### src/rtl/muldiv_unit_if.sv
// Request/response bundle between the execute stage and the multiply/divide unit.
// The requester side uses the master modport, the unit uses the slave modport.
interface muldiv_unit_if #(
   parameter int XLEN = 32
);
   logic            in_valid;
   logic            in_ready;
   logic [2:0]      op;
   logic [XLEN-1:0] A;
   logic [XLEN-1:0] B;
   logic            out_valid;
   logic            out_ready;
   logic [XLEN-1:0] Result;
   logic            V;
   logic            N;
   logic            Zero;

   modport master (
      output in_valid, op, A, B, out_ready,
      input  in_ready, out_valid, Result, V, N, Zero
   );

   modport slave (
      input  in_valid, op, A, B, out_ready,
      output in_ready, out_valid, Result, V, N, Zero
   );
endinterface

### src/rtl/muldiv_unit.sv
// Iterative RV32M multiply/divide unit, XLEN-parametrised.
// Shift-add multiply and restoring divide, one step per clock, operands handled
// as magnitudes with a sign fix-up on the final step. Divide-by-zero and signed
// overflow are resolved at accept time and go straight to DONE.
// Optional feature: define MULDIV_FLAGS_EN to register the V/N/Zero flags with
// Result; otherwise those outputs are tied low.
//
// state | meaning
// IDLE  | ready for a request (in_ready=1)
// CALC  | one multiply or divide step per clock, counter counts down
// DONE  | Result valid (out_valid=1), held until out_ready
module muldiv_unit #(
   parameter int XLEN = 32
) (
   input  logic         clk,
   input  logic         reset,
   muldiv_unit_if.slave bus
);
   localparam int CNT_W = $clog2(XLEN) + 1;

   localparam logic [1:0] S_IDLE = 2'd0;
   localparam logic [1:0] S_CALC = 2'd1;
   localparam logic [1:0] S_DONE = 2'd2;

   localparam logic [2:0] OP_MUL    = 3'b000;
   localparam logic [2:0] OP_MULH   = 3'b001;
   localparam logic [2:0] OP_MULHSU = 3'b010;
   localparam logic [2:0] OP_DIV    = 3'b100;
   localparam logic [2:0] OP_DIVU   = 3'b101;
   localparam logic [2:0] OP_REM    = 3'b110;
   localparam logic [2:0] OP_REMU   = 3'b111;

   localparam logic [XLEN-1:0] MIN_NEG = {1'b1, {(XLEN-1){1'b0}}};

   logic [1:0]        state;
   logic [CNT_W-1:0]  cnt;
   logic [2:0]        op_q;
   logic [XLEN-1:0]   opnd;
   logic [2*XLEN-1:0] acc;
   logic              res_neg;
   logic [XLEN-1:0]   result_q;

   logic              a_neg, b_neg, a_signed, b_signed;
   logic              div_zero, div_ovf, is_special, neg_in;
   logic [XLEN-1:0]   a_mag, b_mag, special_res;

   logic [XLEN:0]     mul_sum, div_diff;
   logic [2*XLEN-1:0] acc_nxt, prod_fix;
   logic [XLEN-1:0]   quo_fix, rem_fix, calc_res;

   logic              accept, last_step, res_load;
   logic [XLEN-1:0]   res_val;

   // Decode the incoming request: signedness, magnitudes, result sign, special divides
   always_comb begin
      a_signed = 1'b0;
      b_signed = 1'b0;
      case (bus.op)
         OP_MULH, OP_DIV, OP_REM: begin
            a_signed = 1'b1;
            b_signed = 1'b1;
         end
         OP_MULHSU: a_signed = 1'b1;
         default: ;
      endcase
      a_neg = a_signed & bus.A[XLEN-1];
      b_neg = b_signed & bus.B[XLEN-1];
      a_mag = a_neg ? -bus.A : bus.A;
      b_mag = b_neg ? -bus.B : bus.B;

      div_zero   = bus.op[2] && (bus.B == '0);
      div_ovf    = ((bus.op == OP_DIV) || (bus.op == OP_REM)) &&
                   (bus.A == MIN_NEG) && (bus.B == '1);
      is_special = div_zero | div_ovf;
      // op[1] selects remainder among the divide ops
      if (div_zero) special_res = bus.op[1] ? bus.A : '1;
      else          special_res = bus.op[1] ? '0 : bus.A;

      case (bus.op)
         OP_MULH, OP_DIV:   neg_in = a_neg ^ b_neg;
         OP_MULHSU, OP_REM: neg_in = a_neg;
         default:           neg_in = 1'b0;
      endcase
   end

   // One iteration step plus the sign fix-up and result select used on the last step
   always_comb begin
      mul_sum  = {1'b0, acc[2*XLEN-1:XLEN]} + (acc[0] ? {1'b0, opnd} : {(XLEN+1){1'b0}});
      div_diff = acc[2*XLEN-1:XLEN-1] - {1'b0, opnd};
      if (op_q[2]) begin
         if (div_diff[XLEN]) acc_nxt = {acc[2*XLEN-2:0], 1'b0};
         else                acc_nxt = {div_diff[XLEN-1:0], acc[XLEN-2:0], 1'b1};
      end else begin
         acc_nxt = {mul_sum, acc[XLEN-1:1]};
      end
      prod_fix = res_neg ? -acc_nxt : acc_nxt;
      quo_fix  = res_neg ? -acc_nxt[XLEN-1:0] : acc_nxt[XLEN-1:0];
      rem_fix  = res_neg ? -acc_nxt[2*XLEN-1:XLEN] : acc_nxt[2*XLEN-1:XLEN];
      case (op_q)
         OP_MUL:           calc_res = acc_nxt[XLEN-1:0];
         OP_DIV, OP_DIVU:  calc_res = quo_fix;
         OP_REM, OP_REMU:  calc_res = rem_fix;
         default:          calc_res = prod_fix[2*XLEN-1:XLEN];
      endcase
   end

   // Result capture points: special divide at accept, or the final CALC step
   always_comb begin
      accept    = (state == S_IDLE) && bus.in_valid;
      last_step = (state == S_CALC) && (cnt == CNT_W'(1));
      res_load  = (accept && is_special) || last_step;
      res_val   = (state == S_IDLE) ? special_res : calc_res;
   end

   // Control FSM and datapath registers
   always_ff @(posedge clk) begin
      if (reset) begin
         state   <= S_IDLE;
         cnt     <= '0;
         op_q    <= '0;
         opnd    <= '0;
         acc     <= '0;
         res_neg <= 1'b0;
      end else begin
         case (state)
            S_IDLE: begin
               if (bus.in_valid) begin
                  op_q    <= bus.op;
                  res_neg <= neg_in;
                  cnt     <= CNT_W'(XLEN);
                  if (is_special) begin
                     state <= S_DONE;
                  end else begin
                     // multiply: opnd=multiplicand, acc low=multiplier
                     // divide:   opnd=divisor,      acc low=dividend
                     opnd  <= bus.op[2] ? b_mag : a_mag;
                     acc   <= {{XLEN{1'b0}}, (bus.op[2] ? a_mag : b_mag)};
                     state <= S_CALC;
                  end
               end
            end
            S_CALC: begin
               acc <= acc_nxt;
               cnt <= cnt - CNT_W'(1);
               if (cnt == CNT_W'(1)) state <= S_DONE;
            end
            S_DONE: begin
               if (bus.out_ready) state <= S_IDLE;
            end
            default: state <= S_IDLE;
         endcase
      end
   end

   // Result register, held from DONE until the next capture
   always_ff @(posedge clk) begin
      if (reset)         result_q <= '0;
      else if (res_load) result_q <= res_val;
   end

   assign bus.in_ready  = (state == S_IDLE);
   assign bus.out_valid = (state == S_DONE);
   assign bus.Result    = result_q;

`ifdef MULDIV_FLAGS_EN
   logic v_q, n_q, zero_q;
   logic res_exc;

   // Only special divides raise V, and they are the only results captured in IDLE
   assign res_exc = (state == S_IDLE);

   // Flags registered alongside Result
   always_ff @(posedge clk) begin
      if (reset) begin
         v_q    <= 1'b0;
         n_q    <= 1'b0;
         zero_q <= 1'b1;
      end else if (res_load) begin
         v_q    <= res_exc;
         n_q    <= res_val[XLEN-1];
         zero_q <= (res_val == '0);
      end
   end

   assign bus.V    = v_q;
   assign bus.N    = n_q;
   assign bus.Zero = zero_q;
`else
   assign bus.V    = 1'b0;
   assign bus.N    = 1'b0;
   assign bus.Zero = 1'b0;
`endif

endmodule

### src/flat_wrapper.sv
// flat-port wrapper written by rule: the top's interface ports become plain ports
module muldiv_unit_flat 
#(
   parameter int XLEN = 32
)
  (clk, reset, bus_in_valid, bus_op, bus_A, bus_B, bus_out_ready, bus_in_ready, bus_out_valid, bus_Result, bus_V, bus_N, bus_Zero);
  muldiv_unit_if #(.XLEN(XLEN)) bus_i ();
  input  logic clk;
  input  logic reset;
  input wire logic [$bits(bus_i.in_valid)-1:0] bus_in_valid;
  input wire logic [$bits(bus_i.op)-1:0] bus_op;
  input wire logic [$bits(bus_i.A)-1:0] bus_A;
  input wire logic [$bits(bus_i.B)-1:0] bus_B;
  input wire logic [$bits(bus_i.out_ready)-1:0] bus_out_ready;
  output wire logic [$bits(bus_i.in_ready)-1:0] bus_in_ready;
  output wire logic [$bits(bus_i.out_valid)-1:0] bus_out_valid;
  output wire logic [$bits(bus_i.Result)-1:0] bus_Result;
  output wire logic [$bits(bus_i.V)-1:0] bus_V;
  output wire logic [$bits(bus_i.N)-1:0] bus_N;
  output wire logic [$bits(bus_i.Zero)-1:0] bus_Zero;
  assign bus_i.in_valid = bus_in_valid;
  assign bus_i.op = bus_op;
  assign bus_i.A = bus_A;
  assign bus_i.B = bus_B;
  assign bus_i.out_ready = bus_out_ready;
  assign bus_in_ready = bus_i.in_ready;
  assign bus_out_valid = bus_i.out_valid;
  assign bus_Result = bus_i.Result;
  assign bus_V = bus_i.V;
  assign bus_N = bus_i.N;
  assign bus_Zero = bus_i.Zero;
  muldiv_unit #(.XLEN(XLEN)) u_core (.clk(clk), .reset(reset), .bus(bus_i));
endmodule
### config.mk
export PLATFORM = sky130hd
export DESIGN_NAME = muldiv_unit_flat
export DESIGN_NICKNAME = d
export VERILOG_FILES = /design/src/rtl/muldiv_unit_if.sv /design/src/rtl/muldiv_unit.sv /design/src/flat_wrapper.sv
export SDC_FILE = /design/constraint.sdc
export NUM_CORES = 1
export LEC_CHECK = 0
export CAP_MARGIN = 10
export CELL_PAD_IN_SITES_DETAIL_PLACEMENT = 0
export CELL_PAD_IN_SITES_GLOBAL_PLACEMENT = 1
export CORE_AREA = 3 3 166 208
export CTS_BUF_LIST = sky130_fd_sc_hd__clkbuf_8
export DETAILED_ROUTE_END_ITERATION = 7
export DIE_AREA = 0 0 169 211
export GPL_ROUTABILITY_DRIVEN = 0
export PLACE_DENSITY = 0.89
export SLEW_MARGIN = 40
export SYNTH_ARGS = -nofsm -noshare
export SYNTH_HDL_FRONTEND = slang
export SYNTH_SLANG_ARGS = --single-unit
### constraint.sdc
create_clock -name clk -period 9.85 [get_ports clk]
set_input_delay 2.4625 -clock clk [delete_from_list [all_inputs] [get_ports clk]]
set_output_delay 2.4625 -clock clk [all_outputs]
set_load 0.1 [all_outputs]
==> results.txt <==
status - finished, final reports clean
Pwr per Cell Area - 126 nW/um2
reg2reg start - u_core.acc[31]$_SDFFE_PP0P_
placed insts - 2705
reg2reg setup slack - 2.88 ns
TritonRoute pass-1 iters - 6
Sum Neg Setup Slack - 0 ns
final WL - 65.9 mm
Min-Delay Endpoint - u_core.bus.Result[2]$_SDFFE_PP0P_
Post-DP Area - 17000 um2
later-pin clock latency in the skew report - 0.51 ns
IO buf count - 104
Slew headroom - 40.5%
Seq cells post-synth - 140
vias in the first global route - 17200
Ant. Diodes - 0
Initial Utilization - 48.9%
PostCTS Resize Cnt - 0
Hold Slack - 0.455 ns
YS warnings - 0
WP data arrival - 7.38 ns
Syn Std Cell Area - 16000 um2
Fill cells - 3320
Die H - 211 um
commonest non-fill, non-tap cell in the layout - nor2_1
routed len/inst - 24.1 um
DRC viols - 0
period utilisation layout - 70.7%
Worst Hold Class - register to register
peak supply drop - 0.000107 V
Detailed Route Iter0 Violations - 2183
CP dominant cell by count - inv_1
Layout area overhead - 9.22%
sequential cell area - 2810 um2
Synth Flop Type - dfxtp_1
Final Critical Period - 6.97 ns
cell type with the largest total area after synthesis - dfxtp_1
Hold Violations, Final - 0
Clock Skews - 0.0166 ns
post-route design area - 17500 um2
grt ovf - 0
fraction of layout cells with a size suffix above 1 - 7.24%
unrepaired setup endpoints after global routing - false
number of synthesized flops with an enable pin - 0
post-CTS setup buffers - 0
Yosys top cell area share - 17.5%
crit end category - register
largest net degree at the start of global routing - 86
routed vias/inst - 6.73
sequential element share of the synthesized area - 17.5%
die width - 169 um
Post-Synthesis Cells - 2310
most frequent cells in the layout - nor2_1, a21oi_1, nand2_1, o21ai_0, dfxtp_1
clk buf depth - 2
final non-filler cell total - 2737
WP data required - 10.26 ns
via count - 18400
CTS root buffer - clkbuf_8
min-delay src - u_core.bus.Result[2]$_SDFFE_PP0P_
worst reg2reg endpoint - u_core.bus.Result[20]$_SDFFE_PP0P_
CP Cell Sequence - inv_1 > ha_1 > inv_1 > fa_1 > a211oi_1 > o211a_1 > nor4b_4 > o211ai_2 > nand3_1 > nand2_1 > nor2_1 > a21o_1 > mux2_2 > inv_1 > ha_1 > nand3_1 > or3_1 > o41ai_2 > xor2_1 > a211oi_1 > a2111oi_2
cts hold-fix bufs - 0
CP Launch Type - register
Slowest cell on crit path - nand2_1
R2R cell count - 21
hold path cells - 2
library cells used by synthesis - 93
Least-Margin Pin Slew - 0.885 ns
Max Slew Vio Count - 0
Post-DP HPWL - 50.5 mm
DIE AREA - 35700 um2
CP peak stage delay - 0.80 ns
Routed Antenna Nets - 0
Leak - 6.60 nW
Num CTS Buffers - 17
H-tree Lvls - 4
net count reported at finish - 2450
Synth area leaders - dfxtp_1, a21oi_1, nor2_1
syn avg cell area - 6.92 um2
initial antenna violation count - 0
I/O pins - 108
CTS tree - done
global-route wire length before repair - 99.2 mm
asr flop ratio synth - 0%
Multi-input gate area - 12300 um2
Critical Setup Path Class - register to register
# rows - 74
final setup vio count - 0
Core Footprint - 32700 um2
clock sinks - 140
Worst-path clk slew - 0.10 ns
GRT Total Usage - 35.7%
f_max - 144 MHz
max_cap viols - 0
CP Max Fanout - 15
layer usage:
metal	GRT usage, %	wire length [um]
met5	0	0
met1	42.6	24300
met3	6.03	6180
met4	27.6	6150
met2	56.8	29200
sequential cells by signal, summed over array words and instances, names as in the netlist:
register,flops
u_core.acc,64
u_core.bus.Result,32
u_core.cnt,6
u_core.op_q,3
u_core.opnd,32
u_core.res_neg,1
u_core.state,2
cell usage after synthesis, drive strengths merged, types with 10 or more instances:
| cell type | instances |
|---|---|
| a2111oi | 12 |
| a211oi | 36 |
| a21o | 30 |
| a21oi | 239 |
| a222oi | 17 |
| a22oi | 26 |
| a31oi | 20 |
| and2 | 45 |
| and3 | 19 |
| buf | 29 |
| clkbuf | 133 |
| dfxtp | 140 |
| ha | 71 |
| inv | 76 |
| maj3 | 29 |
| mux2 | 18 |
| mux2i | 28 |
| nand2 | 222 |
| nand2b | 16 |
| nand3 | 48 |
| nand4 | 34 |
| nor2 | 264 |
| nor2b | 12 |
| nor3 | 62 |
| nor4 | 22 |
| o211ai | 51 |
| o21a | 21 |
| o21ai | 154 |
| o221ai | 12 |
| o22ai | 30 |
| o31ai | 41 |
| o41ai | 11 |
| or2 | 13 |
| or3 | 26 |
| or4 | 10 |
| xnor2 | 91 |
| xor2 | 81 |
worst max-delay path: cells and delay by family (launching register included):
family | cells | cell delay, ns
xor gates and xnor gates | 1 | 0.37
muxes | 1 | 0.31
DFF | 1 | 0.48
adders and majority gates | 3 | 0.84
AOI/OAI and AO/OA | 7 | 2.03
and+or+nand+nor | 6 | 2.49
buffers and inverters | 3 | 0.31
how the worst max path moves through the flow:
| stage | start | endpoint | slack [ns] | cells past startpoint |
|---|---|---|---|---|
| after floorplan | bus_B[0] | u_core.bus.Result[27]$_SDFFE_PP0P_ | 3.81 | 14 |
| after global placement | bus_B[0] | u_core.acc[59]$_SDFFE_PP0P_ | 2.90 | 16 |
| after detailed placement | bus_B[0] | u_core.acc[59]$_SDFFE_PP0P_ | 2.81 | 16 |
| after CTS | u_core.acc[31]$_SDFFE_PP0P_ | u_core.bus.Result[20]$_SDFFE_PP0P_ | 3.14 | 21 |
| after global routing | u_core.acc[31]$_SDFFE_PP0P_ | u_core.bus.Result[30]$_SDFFE_PP0P_ | 2.60 | 25 |
| final | u_core.acc[31]$_SDFFE_PP0P_ | u_core.bus.Result[20]$_SDFFE_PP0P_ | 2.88 | 21 |
area by class of cell:
cell class	count	area share (%)
clock buffer	17	1.34
clock inverter	15	1.02
inverter	76	1.63
multi-input combinational	1934	70.5
sequential	140	16.1
tap	418	3.00
timing repair buffer	137	6.39
per-stage QoR:
| step | worst slack, ns | power (W) | utilization (%) |
|---|---|---|---|
| final | 2.88 | 0.00221 | 53.4 |
| after global routing | 2.60 | 0.00231 | 53.4 |
| after CTS | 3.14 | 0.00218 | 53.4 |
| after detailed placement | 2.81 | 0.00166 | 52.1 |
| after global placement | 2.90 | 0.00166 | 52.6 |
| after floorplan | 3.81 | 0.00134 | - |
where the power goes:
group	switching [W]	total, W	internal (W)	leakage, nW
clock network	0.000280	0.000514	0.000234	0.205
registers	0.0000628	0.000662	0.000599	1.14
logic	0.000688	0.00103	0.000344	5.25
total	0.00103	0.00221	0.00118	6.60
cells by family (layout without fill, tap and decap cells):
kind of cell | after synthesis | after routing | synth area share, %
muxes | 47 | 47 | 3.16
buffers and inverters | 238 | 245 | 5.74
DFF | 140 | 140 | 17.5
AOI/OAI and AO/OA | 785 | 785 | 32.0
adders and majority gates | 102 | 102 | 7.63
other | 1 | 3 | 0.0235
xor gates and xnor gates | 172 | 172 | 9.43
and+or+nand+nor | 825 | 825 | 24.5
(Power assumes the default switching activity.)
